<file path="config.mk">
export PLATFORM = sky130hd
export DESIGN_NAME = match_region_loader
export DESIGN_NICKNAME = d
export VERILOG_FILES = /design/src/rtl/match_pkg.sv /design/src/rtl/match_addr_gen.sv /design/src/rtl/match_region_loader.sv
export SDC_FILE = /design/constraint.sdc
export NUM_CORES = 2
export LEC_CHECK = 0
export ABC_AREA = 1
export BUFFER_PORTS_ARGS = -buffer_cell sky130_fd_sc_hd__buf_2
export CELL_PAD_IN_SITES_DETAIL_PLACEMENT = 1
export CELL_PAD_IN_SITES_GLOBAL_PLACEMENT = 1
export CORE_AREA = 10 10 633 635
export DETAILED_ROUTE_END_ITERATION = 7
export DIE_AREA = 0 0 643 645
export PLACE_DENSITY_LB_ADDON = 0.12
export SYNTH_ARGS = -nofsm -noshare
export SYNTH_HDL_FRONTEND = slang
export SYNTH_SLANG_ARGS = --single-unit
</file>
<file path="constraint.sdc">
create_clock -name clk -period 3.04 [get_ports clk]
set_input_delay 0.152 -clock clk [delete_from_list [all_inputs] [get_ports clk]]
set_output_delay 0.152 -clock clk [all_outputs]
set_load 0.02 [all_outputs]
</file>
<file path="src/rtl/match_pkg.sv">
// Shared widths and loader state encoding for the match accelerator and its region loader.
package match_pkg;

  localparam int MATCH_ROWS  = 64;
  localparam int MATCH_ROW_W = 24;
  localparam int MATCH_BMR_W = MATCH_ROWS * MATCH_ROW_W;

  typedef enum logic [2:0] {
    LD_IDLE,
    LD_REQ,
    LD_WAIT,
    LD_START,
    LD_MATCH
  } match_ld_state_t;

endpackage

</file>
<file path="src/rtl/match_addr_gen.sv">
// Row counter plus running read address: base + row*stride built by repeated addition.
module match_addr_gen #(
  parameter int ROWS   = 64,
  parameter int ADDR_W = 16,
  parameter int CNT_W  = 6
) (
  input  logic              clk,
  input  logic              rst_n,
  input  logic              clear,
  input  logic              step,
  input  logic [ADDR_W-1:0] base,
  input  logic [ADDR_W-1:0] stride,
  output logic [ADDR_W-1:0] addr,
  output logic [CNT_W-1:0]  row,
  output logic              last
);

  logic [CNT_W-1:0]  row_q, row_d;
  logic [ADDR_W-1:0] addr_q, addr_d;
  logic [ADDR_W-1:0] stride_q, stride_d;

  always_comb begin
    row_d    = row_q;
    addr_d   = addr_q;
    stride_d = stride_q;
    if (clear) begin
      row_d    = '0;
      addr_d   = base;
      stride_d = stride;
    end else if (step) begin
      // Address wraps modulo 2^ADDR_W by construction.
      row_d  = row_q + CNT_W'(1);
      addr_d = addr_q + stride_q;
    end
  end

  always_ff @(posedge clk) begin
    if (!rst_n) begin
      row_q    <= '0;
      addr_q   <= '0;
      stride_q <= '0;
    end else begin
      row_q    <= row_d;
      addr_q   <= addr_d;
      stride_q <= stride_d;
    end
  end

  assign addr = addr_q;
  assign row  = row_q;
  assign last = (row_q == CNT_W'(ROWS - 1));

endmodule

</file>
<file path="src/rtl/match_region_loader.sv">
// Reads ROWS rows from score memory into the bmr bus, kicks the accelerator, holds bmr until finish.
module match_region_loader
  import match_pkg::*;
#(
  parameter int ROWS   = MATCH_ROWS,
  parameter int ROW_W  = MATCH_ROW_W,
  parameter int MEM_W  = 32,
  parameter int ADDR_W = 16
) (
  input  logic                  clk,
  input  logic                  rst_n,
  input  logic                  load_req,
  input  logic [ADDR_W-1:0]     base_addr,
  input  logic [ADDR_W-1:0]     row_stride,
  output logic                  mem_rd,
  output logic [ADDR_W-1:0]     mem_addr,
  input  logic                  mem_rvalid,
  input  logic [MEM_W-1:0]      mem_rdata,
  output logic [ROWS*ROW_W-1:0] bmr,
  output logic                  match_start,
  input  logic                  match_finish,
  output logic                  busy,
  output logic                  region_done
);

  localparam int CNT_W = (ROWS > 1) ? $clog2(ROWS) : 1;

  match_ld_state_t state_q, state_d;
  logic [ROWS-1:0][ROW_W-1:0] bmr_q, bmr_d;

  logic [CNT_W-1:0] row;
  logic             last;
  logic             accept;
  logic             capture;

  assign accept  = (state_q == LD_IDLE) && load_req;
  assign capture = (state_q == LD_WAIT) && mem_rvalid;

  match_addr_gen #(
    .ROWS   (ROWS),
    .ADDR_W (ADDR_W),
    .CNT_W  (CNT_W)
  ) u_addr_gen (
    .clk    (clk),
    .rst_n  (rst_n),
    .clear  (accept),
    .step   (capture && !last),
    .base   (base_addr),
    .stride (row_stride),
    .addr   (mem_addr),
    .row    (row),
    .last   (last)
  );

  always_comb begin
    state_d = state_q;
    bmr_d   = bmr_q;
    case (state_q)
      LD_IDLE: begin
        if (load_req) begin
          state_d = LD_REQ;
          bmr_d   = '0;
        end
      end
      LD_REQ:  state_d = LD_WAIT;
      LD_WAIT: begin
        if (mem_rvalid) begin
          bmr_d[row] = mem_rdata[ROW_W-1:0];
          state_d    = last ? LD_START : LD_REQ;
        end
      end
      LD_START: state_d = LD_MATCH;
      LD_MATCH: begin
        if (match_finish) state_d = LD_IDLE;
      end
      default: state_d = LD_IDLE;
    endcase
  end

  always_ff @(posedge clk) begin
    if (!rst_n) begin
      state_q <= LD_IDLE;
      bmr_q   <= '0;
    end else begin
      state_q <= state_d;
      bmr_q   <= bmr_d;
    end
  end

  // Upper memory bits beyond the row width carry no region data.
  generate
    if (MEM_W > ROW_W) begin : g_hi
      logic unused_rdata_hi;
      assign unused_rdata_hi = ^mem_rdata[MEM_W-1:ROW_W];
    end
  endgenerate

  assign bmr         = bmr_q;
  assign mem_rd      = (state_q == LD_REQ);
  assign match_start = (state_q == LD_START);
  assign busy        = (state_q != LD_IDLE);
  assign region_done = (state_q == LD_MATCH) && match_finish;

endmodule
</file>
## Word level (Yosys, flattened, before mapping)

Cells that the tools add are included.

- Register bits after elaboration: 1577
- Bits of input ports: 69
- Word-level logic and storage cells: 107
- Output and inout port bits: 1556

- Add/sub/neg operators: 2
- Reductions and logical operators: 13
- Equal/unequal tests: 8
- Bitwise gates (word level): 1
- $lt $le $gt $ge: 2
- Multiplexer cells: 13

Operators by type and width:

| kind | count |
|---|---|
| 2-to-1 mux 1536 bit | 2 |
| case mux 1536 bit (2 select lines) | 1 |
| bitwise mux 1536 bit | 1 |
| demux 24 bit (select 6 bit) | 1 |
| 2-to-1 mux 16 bit | 2 |
| 2-to-1 mux 24 bit | 1 |
| adder 16 bit | 1 |
| case mux 3 bit (5 select lines) | 1 |
| 2-to-1 mux 3 bit | 3 |
| less-than comparator 6 x 7 -> 1 bit (second input constant) | 1 |
| adder 6 x 1 -> 6 bit (second input constant) | 1 |
| == test 3 x 2 -> 1 bit (second input constant) | 2 |
| == test 6 bit (second input constant) | 1 |
| greater-or-equal comparator 6 x 1 -> 1 bit (second input constant) | 1 |
| != test 2 bit (second input constant) | 3 |
| AND reduction 3 bit | 2 |
| logical AND 1 bit | 5 |
| nonzero test 2 bit | 2 |
| == test 3 x 1 -> 1 bit (second input constant) | 1 |
| == test 3 bit (second input constant) | 1 |
| zero test 3 bit | 1 |
| nonzero test 3 bit | 1 |
| 2-to-1 mux 2 bit | 1 |
| OR reduction 2 bit | 1 |
| 2 further kinds | 2 |

## Logic depth before layout (Yosys ltp)

- Depth in word-level cells: 7
- Depth in mapped cells: 13
- Gate-level depth less buffers: 12

## Cells and area by module

A second synthesis with hierarchy kept.

- Cell total of the unflattened synthesis: 7568
- Area total of the unflattened synthesis: 60060.1 um^2

By module, submodules not included:

| module | area each (um^2) | sequential area each (um^2) | instances | cells an instance |
|---|---|---|---|---|
| match_region_loader | 57591.5 | 30809.5 | 1 | 7211 |
| match_addr_gen | 2468.6 | 760.7 | 1 | 357 |

## Least setup slack after synthesis

No wires, ideal clock.

- Path kind: reg2reg
- Start: register state_q[1]
- End: register u_addr_gen.stride_q[10]
- Data arrival time: 1.720 ns
- Setup slack: 1.204 ns
- Path buffers: 3
- Required time: 2.924 ns
- Clock period less this slack: 1.836 ns
- Cell stages (with the launch flop): 10
- Setup time: 0.116 ns
- Path through: dfxtp_1 buf_2 inv_2 nand2_1 nor2_1 inv_1 clkbuf_1 buf_1 nor2_1 nor2_1

- Cells in the longest elaborated chain, start to end: 2

Ends and longest elaborated chain:

| element | line | source |
|---|---|---|
| start, declared | match_region_loader.sv:28 | `match_ld_state_t state_q, state_d;` |
| start signal, assigned | match_region_loader.sv:85 | `state_q <= state_d;` |
| zero test 3 bit | match_region_loader.sv:36 | `assign accept = (state_q == LD_IDLE) && load_req;` |
| logical AND 1 bit | match_region_loader.sv:36 |  |
| end signal, assigned | match_addr_gen.sv:45 | `stride_q <= stride_d;` |
| end, declared | match_addr_gen.sv:20 | `logic [ADDR_W-1:0] stride_q, stride_d;` |

No other way between the ends.
A chain may end at the register's enable or synchronous reset.

## Final worst setup path

- Start: register state_q[2]
- End: register u_addr_gen.addr_q[4] (netlist: u_addr_gen.addr[4])

- Cells in the longest elaborated chain, start to end: 4
- Elaborated cells on any way between the ends: 7
- Those cells by class: eq/ne: 1; mux: 1; reduce/logical: 5

Ends and longest elaborated chain:

| element | line | source |
|---|---|---|
| == test 3 x 2 -> 1 bit | match_region_loader.sv:37 | `assign capture = (state_q == LD_WAIT) && mem_rvalid;` |
| logical AND 1 bit | match_region_loader.sv:37 |  |
| logical AND 1 bit | match_region_loader.sv:47 | `.step (capture && !last),` |
| nonzero test 2 bit (no line) | - |  |
| end signal, assigned | match_addr_gen.sv:44 | `addr_q <= addr_d;` |
| end, declared | match_addr_gen.sv:19 | `logic [ADDR_W-1:0] addr_q, addr_d;` |

Parallel ways exist; a longest one is shown, timed or not.

==> run_results.csv <==
group,metric,value,unit
synthesis,synth_flop_cell,"dfxtp_1",
clock_network,cts_tree,"yes",
placement,io_buffers,1616,
drt,firstDrtPassIters,5,
synthesis,async_flop_share,0,%
setup_path,cp_max_fo,26,
drt,wl_per_cell,27.9,um
drt,finalWirelength,402000,um
setup_path,cp.arrival,3.61,ns
sta,hold_viol,0,
die,die_w,643,um
synthesis,synth-seq-area-share,55.8,%
synthesis,syn_area_per_cell,7.65,um2
setup_path,critPathRequiredTime,3.89,ns
global_routing,grt.overflow.total,0,
global_routing,grt_util_all_layers,18.4,%
drt,drcViolationCount,0,
power,internal_power,36.6,mW
placement,dp_worst_setup_slack,-0.00284,ns
global_routing,grt_max_degree,120,
sta,tns,0,ns
cells_and_area,instances_no_fill,14418,
cells_and_area,drive_gt1_share,26.4,%
setup_path,worstSetupStartpointType,"flip-flop",
synthesis,syn_area,56500,um2
clock_network,cts_setup_buffers,0,
sta,setup_violations,0,
clock_network,clk_pin_slew,0.06,ns
clock_network,h-tree-depth,4,
sta,worst_slack,0.279,ns
synthesis,synth-edff-count,0,
synthesis,yosys-top-cells-area,"dfxtp_1 (56%), nand2_1 (21%), a21oi_1 (14%), buf_2 (2.6%), clkbuf_1 (1.7%)",
synthesis,synth_top_area_share,55.8,%
cells_and_area,fin_nets,9125,
placement,dpl.hpwl,290000,um
synthesis,synth.most_common_cell,"nand2_1",
power,power,51.1,mW
synthesis,ys_ff_latch,1577,
die,start_util,14.6,%
die,num_rows,229,
power,seq_power_share,40.7,%
cells_and_area,fillers,46562,
placement,dp_cells,13934,
power,pwr-share-comb,9.4,%
synthesis,ys_types,34,
sta,fin_crit_sh,90.8,%
sta,tightestPinTransition,1.31,ns
global_routing,grt_antenna_before_repair,57,
global_routing,grt_pass1_vias,58370,
drt,ant_nets,0,
sta,relSlewSlack,12.5,%
drt,routed-via-count,57720,
synthesis,ys_warn_count,0,
setup_path,cp-end-kind,"flip-flop",
power,net-switching-power,14.5,mW
die,die_h,645,um
clock_network,clockRootBuffer,"clkbuf_16",
sta,max_freq,362,MHz
synthesis,synth_top_area_cell,"dfxtp_1",
hold_path,min_path_type,"in2reg",
clock_network,clk_latency,0.93,ns
power,ir_drop,0.438,mV
synthesis,syn-num-nets,7478,
clock_network,cts-buffers-inserted,210,
die,io_pins,1625,
sta,fin_crit,2.76,ns
die,die_area,415000,um2
drt,routed_via_density,4.00,
sta,rsz0062_at_grt,"false",
power,p_sw_share,28.3,%
global_routing,grt_pass1_wl,536000,um
cells_and_area,synthToLayoutAreaGrowth,41.9,%
drt,drtIter0Drc,3017,
placement,gp_congestion,0.781,
synthesis,syn_inst,7392,
sta,final-max-slew-violation-count,0,
power,power_leakage,31.8,nW
setup_path,critPathKind,"reg2reg",
clock_network,cts_sinks,1577,
die,core-area,388000,um2
run_status,status,"completed",
flow_run,maxCapViolations,0,
synthesis,netlist_top_cells_count,"nand2_1 (3202), a21oi_1 (1584), dfxtp_1 (1577), buf_2 (298), clkbuf_1 (261)",
sta,clock_skew,0.0440,ns
power,power_frac_clock,49.9,%
sta,holdWs,0.162,ns
clock_network,clock_path_buffers,4,
power,p_per_area,637,nW/um2
## state kept, by name (all words and copies together) (netlist names)
register and flops:
bmr 1536, state_q 3, u_addr_gen.addr 16, u_addr_gen.row 6, u_addr_gen.stride_q 16
## path summary, 6_finish.rpt
| path | from | endpoint | slack, ns | cells past startpoint |
|---|---|---|---|---|
| worst max-delay path | state_q[2] | u_addr_gen.addr[4] | 0.28 | 10 |
| worst min-delay path | base_addr[5] | u_addr_gen.addr[5] | 0.16 | 4 |
| worst max register to register | state_q[2] | u_addr_gen.addr[4] | 0.28 | 10 |
| worst min register to register | bmr[677] | bmr[677] | 0.46 | 2 |
## cell families (layout without fill, tap and decap cells)
family,after synthesis,count (layout),synth area share [%]
flip-flops,1577,1577,55.8
buffers and inverters,734,2547,5.72
XOR/XNOR,7,7,0.108
AO/OA/AOI/OAI,1668,1668,15.1
AND/OR/NAND/NOR,3389,3389,22.8
adder cells (fa/ha/maj),17,17,0.390
other,0,16,0
## through the flow
stage | area (um2) | util, %
4_1_cts | 80200 | 20.7
6_report | 80200 | 20.7
5_1_grt | 80200 | 20.7
3_5_place_dp | 72400 | 18.7
3_3_place_gp | 72400 | 18.7
2_1_floorplan | 56500 | -
## power groups by stage
| stage | logic, mW | clock network [mW] | registers [mW] |
|---|---|---|---|
| global placement | 4.89 | 0 | 21.3 |
| global route | 5.22 | 27.2 | 20.8 |
| CTS | 5.06 | 26.4 | 20.8 |
| finish | 4.81 | 25.5 | 20.8 |
| detailed placement | 4.89 | 0 | 21.3 |
| floorplan | 2.35 | 0 | 21.3 |
## cells in the final DEF, fill, tap and decap left out, types with 19 or more instances in the layout
cell type / Yosys / layout
clkbuf_8: 0 / 46
buf_12: 0 / 100
buf_2: 298 / 1616
a21oi_1: 1584 / 1584
clkbuf_1: 261 / 56
inv_4: 1 / 19
o21ai_0: 31 / 31
nor2_1: 102 / 64
dfxtp_1: 1577 / 1576
nand2_1: 3202 / 3202
nand3_1: 46 / 46
inv_1: 87 / 82
clkinv_2: 0 / 35
dlygate4sd3_1: 0 / 90
clkbuf_16: 0 / 212
inv_2: 43 / 23
o21ai_2: 47 / 43
buf_4: 25 / 231
nor2_2: 11 / 38
## worst max-delay path: stages (launching register included)
cell           delay (ns)
dfxtp_1              0.34
nor2_2               0.17
inv_2                0.10
nor2_4               0.11
buf_4                0.34
nand3_1              0.38
nand2_1              0.21
buf_4                0.24
o211ai_1             0.11
dlygate4sd3_1        0.58
a21oi_1              0.12
## routing by layer
| metal | wire length, um | part of all wire [%] | track usage [%] |
|---|---|---|---|
| met5 | 240 | 0.060 | 0 |
| met2 | 201000 | 50 | 32.9 |
| met1 | 163000 | 40 | 21.4 |
| met3 | 25300 | 6.3 | 4.85 |
| met4 | 13800 | 3.4 | 5.49 |
## final cells by class
cell class,count,area (um2),area share (%)
clock buffer,314,6150,7.66
multi-input combinational,5081,21900,27.3
clock inverter,64,761,0.948
inverter,131,577,0.719
sequential,1577,31600,39.3
antenna,16,40.0,0.0499
timing repair buffer,2038,12700,15.9
tap,5197,6500,8.10
## repair_timing
item / 4_1_cts / 5_1_grt
endpoints found under the hold margin: 873 / 0
hold buffers: 90 / 0
endpoints found under the setup margin: 6 / 6
gates resized for setup: 1 / 2
(Power assumes the default switching activity.)
